===== src/rtl/hicore_bypq_pkg.sv =====
// Shared defaults and helpers for the hicore bypass queue.
// Pipeline instances pick up the default depth and width from here.
package hicore_bypq_pkg;

  localparam int unsigned BYPQ_DP_DEF = 4;
  localparam int unsigned BYPQ_DW_DEF = 32;

  // Half-full threshold uses integer division, so odd depths round down.
  function automatic int unsigned bypq_half(input int unsigned dp);
    return dp / 2;
  endfunction

endpackage


===== src/rtl/hicore_bypq_ptr.sv =====
// Circular index for the bypass queue storage.
// It wraps at DP-1 so non-power-of-two depths work.
module hicore_bypq_ptr
  import hicore_bypq_pkg::*;
#(
  parameter int unsigned DP = BYPQ_DP_DEF,
  parameter int unsigned PW = $clog2(DP)
) (
  input  logic          clk,
  input  logic          rst_n,
  input  logic          clr,
  input  logic          inc,
  output logic [PW-1:0] ptr
);

  localparam logic [PW-1:0] LAST = PW'(DP - 1);

  logic [PW-1:0] ptr_nxt;

  always_comb begin
    ptr_nxt = ptr;
    if (clr) begin
      ptr_nxt = '0;
    end else if (inc) begin
      ptr_nxt = (ptr == LAST) ? '0 : ptr + 1'b1;
    end
  end

  always_ff @(posedge clk or negedge rst_n) begin
    if (!rst_n) begin
      ptr <= '0;
    end else begin
      ptr <= ptr_nxt;
    end
  end

endmodule


===== src/rtl/hicore_bypq.sv =====
// Bypass queue: elastic buffer of DP entries with an optional zero-latency
// pass-through when empty and optional internal dropping of cancelled entries.
module hicore_bypq
  import hicore_bypq_pkg::*;
#(
  parameter int unsigned DP          = BYPQ_DP_DEF,
  parameter int unsigned DW          = BYPQ_DW_DEF,
  parameter bit          BYPASS      = 1'b1,
  parameter bit          DROP_CANCEL = 1'b0,
  parameter int unsigned AF_TH       = DP - 1,
  parameter int unsigned CW          = $clog2(DP + 1)
) (
  input  logic          clk,
  input  logic          rst_n,
  input  logic          flush,
  input  logic          i_vld,
  output logic          i_rdy,
  input  logic [DW-1:0] i_dat,
  input  logic          i_cancel,
  output logic          o_vld,
  input  logic          o_rdy,
  output logic [DW-1:0] o_dat,
  output logic          o_cancel,
  output logic [CW-1:0] o_cnt,
  output logic          o_empty,
  output logic          o_half_full,
  output logic          o_afull
);

  localparam int unsigned PW = $clog2(DP);

  logic [CW-1:0] cnt;
  logic [CW-1:0] cnt_nxt;
  logic [PW-1:0] rd_ptr;
  logic [PW-1:0] wr_ptr;
  logic [DW-1:0] mem_dat [DP];
  logic [DP-1:0] mem_cnl;

  logic st_nz;
  logic full;
  logic head_cnl_st;
  logic drop_in;
  logic drop_st;
  logic byp;
  logic head_vld;
  logic head_drop;
  logic push;
  logic pop;

  assign st_nz       = (cnt != '0);
  assign full        = (cnt == CW'(DP));
  assign head_cnl_st = mem_cnl[rd_ptr];

  // A cancelled input arriving on an empty queue is consumed by the bypass
  // path even when downstream is stalled, so it never occupies a slot.
  assign drop_in = DROP_CANCEL & i_cancel;
  assign byp     = BYPASS & ~st_nz & i_vld & (o_rdy | drop_in);
  assign drop_st = DROP_CANCEL & st_nz & head_cnl_st & ~flush;

  assign i_rdy = ~full & ~flush;

  always_comb begin
    head_vld  = st_nz | (BYPASS & i_vld);
    head_drop = st_nz ? (DROP_CANCEL & head_cnl_st) : drop_in;
    o_vld     = ~flush & head_vld & ~head_drop;
    if (st_nz | ~BYPASS) begin
      o_dat    = mem_dat[rd_ptr];
      o_cancel = head_cnl_st;
    end else begin
      o_dat    = i_dat;
      o_cancel = i_cancel;
    end
  end

  assign push = i_vld & i_rdy & ~byp;
  assign pop  = st_nz & ((o_vld & o_rdy) | drop_st);

  always_comb begin
    cnt_nxt = cnt;
    if (flush) begin
      cnt_nxt = '0;
    end else if (push & ~pop) begin
      cnt_nxt = cnt + CW'(1);
    end else if (pop & ~push) begin
      cnt_nxt = cnt - CW'(1);
    end
  end

  always_ff @(posedge clk or negedge rst_n) begin
    if (!rst_n) begin
      cnt <= '0;
    end else begin
      cnt <= cnt_nxt;
    end
  end

  hicore_bypq_ptr #(
    .DP (DP),
    .PW (PW)
  ) u_wr_ptr (
    .clk   (clk),
    .rst_n (rst_n),
    .clr   (flush),
    .inc   (push),
    .ptr   (wr_ptr)
  );

  hicore_bypq_ptr #(
    .DP (DP),
    .PW (PW)
  ) u_rd_ptr (
    .clk   (clk),
    .rst_n (rst_n),
    .clr   (flush),
    .inc   (pop),
    .ptr   (rd_ptr)
  );

  // Payload is never reset or cleared; only the cancel bits carry control meaning.
  always_ff @(posedge clk) begin
    if (push) begin
      mem_dat[wr_ptr] <= i_dat;
    end
  end

  always_ff @(posedge clk or negedge rst_n) begin
    if (!rst_n) begin
      mem_cnl <= '0;
    end else if (push) begin
      mem_cnl[wr_ptr] <= i_cancel;
    end
  end

  assign o_cnt       = cnt;
  assign o_empty     = ~st_nz;
  assign o_half_full = (cnt >= CW'(bypq_half(DP)));
  assign o_afull     = (cnt >= CW'(AF_TH));

endmodule


===== config.mk =====
export PLATFORM = sky130hd
export DESIGN_NAME = hicore_bypq
export DESIGN_NICKNAME = d
export VERILOG_FILES = /design/src/rtl/hicore_bypq_pkg.sv /design/src/rtl/hicore_bypq_ptr.sv /design/src/rtl/hicore_bypq.sv
export SDC_FILE = /design/constraint.sdc
export NUM_CORES = 1
export LEC_CHECK = 0
export BUFFER_PORTS_ARGS = -buffer_cell sky130_fd_sc_hd__buf_2
export CORE_UTILIZATION = 37
export CTS_CLUSTER_DIAMETER = 40
export DETAILED_ROUTE_END_ITERATION = 6
export GPL_TIMING_DRIVEN = 0
export PLACE_DENSITY = 0.54
export SYNTH_ARGS = -nofsm -noshare
export SYNTH_HDL_FRONTEND = slang
export SYNTH_SLANG_ARGS = --single-unit

===== constraint.sdc =====
create_clock -name clk -period 3.9 [get_ports clk]
set_input_delay 0.195 -clock clk [delete_from_list [all_inputs] [get_ports clk]]
set_output_delay 0.195 -clock clk [all_outputs]
set_load 0.05 [all_outputs]

==> flow_metrics.py <==
metrics = {
    "clocking": {
        "cts_max_path_buffers": 2,
        "insertion_delay_ps": 410,
        "clk_pin_slew_worst_paths_ps": 60,
        "cts_resized": 0,
        "cts_setup_buffers": 0,
        "cts_tree": "built",
        "cts_root_buf": "clkbuf_16",
        "cts_buffers": 17,
        "cts.sinks": 139,
        "cts_max_level": 4,
    },
    "final_layout": {
        "drive_above_1_share": 0.3447,
        "finish.utilization": 0.4640,
        "layout.nets": 502,
        "synthToLayoutAreaGrowth_pct": 21.49,
        "layout_commonest_cell": "edfxtp_1",
        "final_cell_mix": "edfxtp_1, nand2_1, buf_2, mux4_2, clkbuf_16",
        "antennaDiodeCount": 0,
        "multi_input_area_um2": 1551,
        "regArea_um2": 4119,
        "fillerInstances": 1356,
    },
    "synth": {
        "yosys_warnings": 0,
        "synthDistinctLibCells": 34,
        "yosysSeqAreaShare": 0.7069,
        "syn-cell-area_um2": 5827,
        "synthFlopType": "edfxtp_1",
        "syn_inst": 353,
        "syn_area_per_cell_um2": 16.51,
        "ys_ff_latch": 139,
        "synth_edf_count": 128,
        "synth_nets": 397,
        "synthArstFlopShare": 0.07914,
    },
    "die": {
        "dieArea_um2": 16250,
        "die_w_um": 127.5,
        "die_h_um": 127.5,
        "core_um2": 15260,
        "initial_utilization": 0.3819,
        "num_rows": 45,
        "ios": 79,
    },
    "critical_path": {
        "crit_arrival_ps": 2210,
        "crit_required_ps": 3700,
        "slowest_stage": "buf_2",
        "critPathMaxFanout": 10,
        "cp_slowest_stage_delay_ps": 380,
        "cp-start-kind": "register",
        "end_kind": "output pin",
        "path_cells": "clkbuf_1 > buf_2 > mux4_2 > nand2_1 > nand2_1 > buf_2",
        "critical_path_class": "register to output pin",
    },
    "flow_run": {
        "drv_cap": 0,
    },
    "sta": {
        "setup_viol": 0,
        "fin_crit_sh": 0.6161,
        "final_hold_viol_count": 0,
        "setup_ws_ps": 1497,
        "maxSlewHeadroom": 0.6323,
        "fmax_mhz": 416.2,
        "setup_tns_ps": 0,
        "period_needed_ps": 2403,
        "rsz0062_at_grt": "false",
        "worst_pin_slew_ps": 551.6,
        "fin_skew_ps": 3.452,
        "report.final.slew_viol_count": 0,
    },
    "grt": {
        "grt_pass1_wl_um": 18590,
        "grt_max_degree": 34,
        "grt_pass1_vias": 3435,
        "overflow": 0,
        "track_usage": 0.1597,
        "antenna_found_initial": 0,
    },
    "power_and_ir_drop": {
        "ir_worst_vdd_uv": 333.8,
        "power_density_nw_per_um2": 591.3,
        "p_leak_uw": 0.002658,
    },
    "place": {
        "numPortBuffers": 78,
        "gp_congestion": 0.7328,
        "dpl_worst_slack_ps": 1542,
        "hpwl_um": 6871,
    },
    "routing": {
        "dr_total_vias": 3277,
        "dr.pass1.iters": 4,
        "drt_wl_total_um": 11820,
        "wl_per_cell_um": 17.36,
        "viasPerCell": 4.812,
        "postRouteAntennaNets": 0,
        "drc_errors": 0,
        "drtIter0Drc": 207,
    },
    "status": {
        "outcome": "finished clean",
    },
    "min_path": {
        "holdCritPathClass": "primary input to register",
    },
}
[through the flow]
| step | hold slack, ps | power (uW) | std cells | cell area, um2 |
|---|---|---|---|---|
| after floorplan | -100.6 | 2534 | 353 | 5827 |
| after global placement | 85.15 | 2793 | 642 | 6481 |
| after detailed placement | 86.76 | 2801 | 642 | 6481 |
| after CTS | 1.173 | 4230 | 681 | 7079 |
| after global routing | 0.1448 | 4368 | 681 | 7079 |
| final | 16.66 | 4186 | 681 | 7079 |
[flip-flops by register name, summed over array words and instances, names as in the netlist]
| signal | cells |
|---|---|
| o_cnt | 3 |
| mem_dat | 128 |
| mem_cnl | 4 |
| u_rd_ptr.ptr | 2 |
| u_wr_ptr.ptr | 2 |
[logic make-up after synthesis]
| family | count (synthesis) | synth area share |
|---|---|---|
| mux | 38 | 0.1396 |
| fa+ha+maj | 6 | 0.01417 |
| buf+inv | 24 | 0.02684 |
| simple gates | 127 | 0.09019 |
| compound gates | 19 | 0.02233 |
| flops | 139 | 0.7069 |
[worst paths after layout]
kind                                             start  cells after the start                       end  slack (ps)
min reg2reg                     mem_cnl[2]$_DFFE_PN0P_                      1    mem_cnl[2]$_DFFE_PN0P_         510
min in group asynchronous                        rst_n                      2      o_cnt[2]$_DFFE_PN0P_         180
max reg2reg                       o_cnt[2]$_DFFE_PN0P_                      9      o_cnt[1]$_DFFE_PN0P_        1500
max                        u_rd_ptr.ptr[1]$_DFFE_PN0P_                      6                 o_dat[29]        1500
max in group asynchronous                        rst_n                      2    mem_cnl[0]$_DFFE_PN0P_        3500
min                                          i_dat[23]                      1  mem_dat[2][23]$_DFFE_PP_          20
[report_power, final]
part           switching (uW)  internal (uW)  total (uW)  leakage (uW)
Sequential               24.2           1680        1710       0.00130
Clock                     564            860        1420      0.000253
Combinational             741            312        1050       0.00110
[layer usage]
layer	track usage	vias to the layer above	part of all wire
li1	-	1538	-
met1	0.2082	1658	0.46
met2	0.2527	69	0.48
met3	0.04355	12	0.043
met4	0.06723	0	0.014
met5	0	-	0
[critical path: cells and delay by family, from the launching register on]
family | cells | cell delay, ps
buffers and inverters | 3 | 930
muxes | 1 | 360
DFF | 1 | 350
and+or+nand+nor | 2 | 150
[cell type report]
class / count / share of cell area
plain buffers: 18 / 0.01856
clock buffers: 21 / 0.06221
clock inverters: 10 / 0.01096
inverters: 6 / 0.003535
multi-input cells: 190 / 0.2192
flip-flops and latches: 139 / 0.5818
well taps: 211 / 0.03729
repair buffers: 86 / 0.06645
[synthesized netlist by cell type, types with 3 or more instances]
master,instances,share of area
mux4_2,33,0.13
nand2_1,106,0.068
inv_1,5,0.0032
ha_1,5,0.011
and2_4,4,0.0060
a21oi_1,7,0.0060
nor2_1,5,0.0032
dfrtp_1,11,0.047
o21ai_0,3,0.0026
edfxtp_1,128,0.66
buf_2,6,0.0052
mux2_4,4,0.010
buf_6,6,0.012
or3_1,3,0.0032
buf_4,3,0.0039
clkbuf_1,3,0.0019
[what timing repair did]
| item | 4_1_cts | 5_1_grt |
|---|---|---|
| endpoints found under the hold margin | 39 | 0 |
| hold buffers | 8 | 0 |
| endpoints found under the setup margin | 0 | 0 |
No activity file was read; power rests on OpenSTA's default activity.
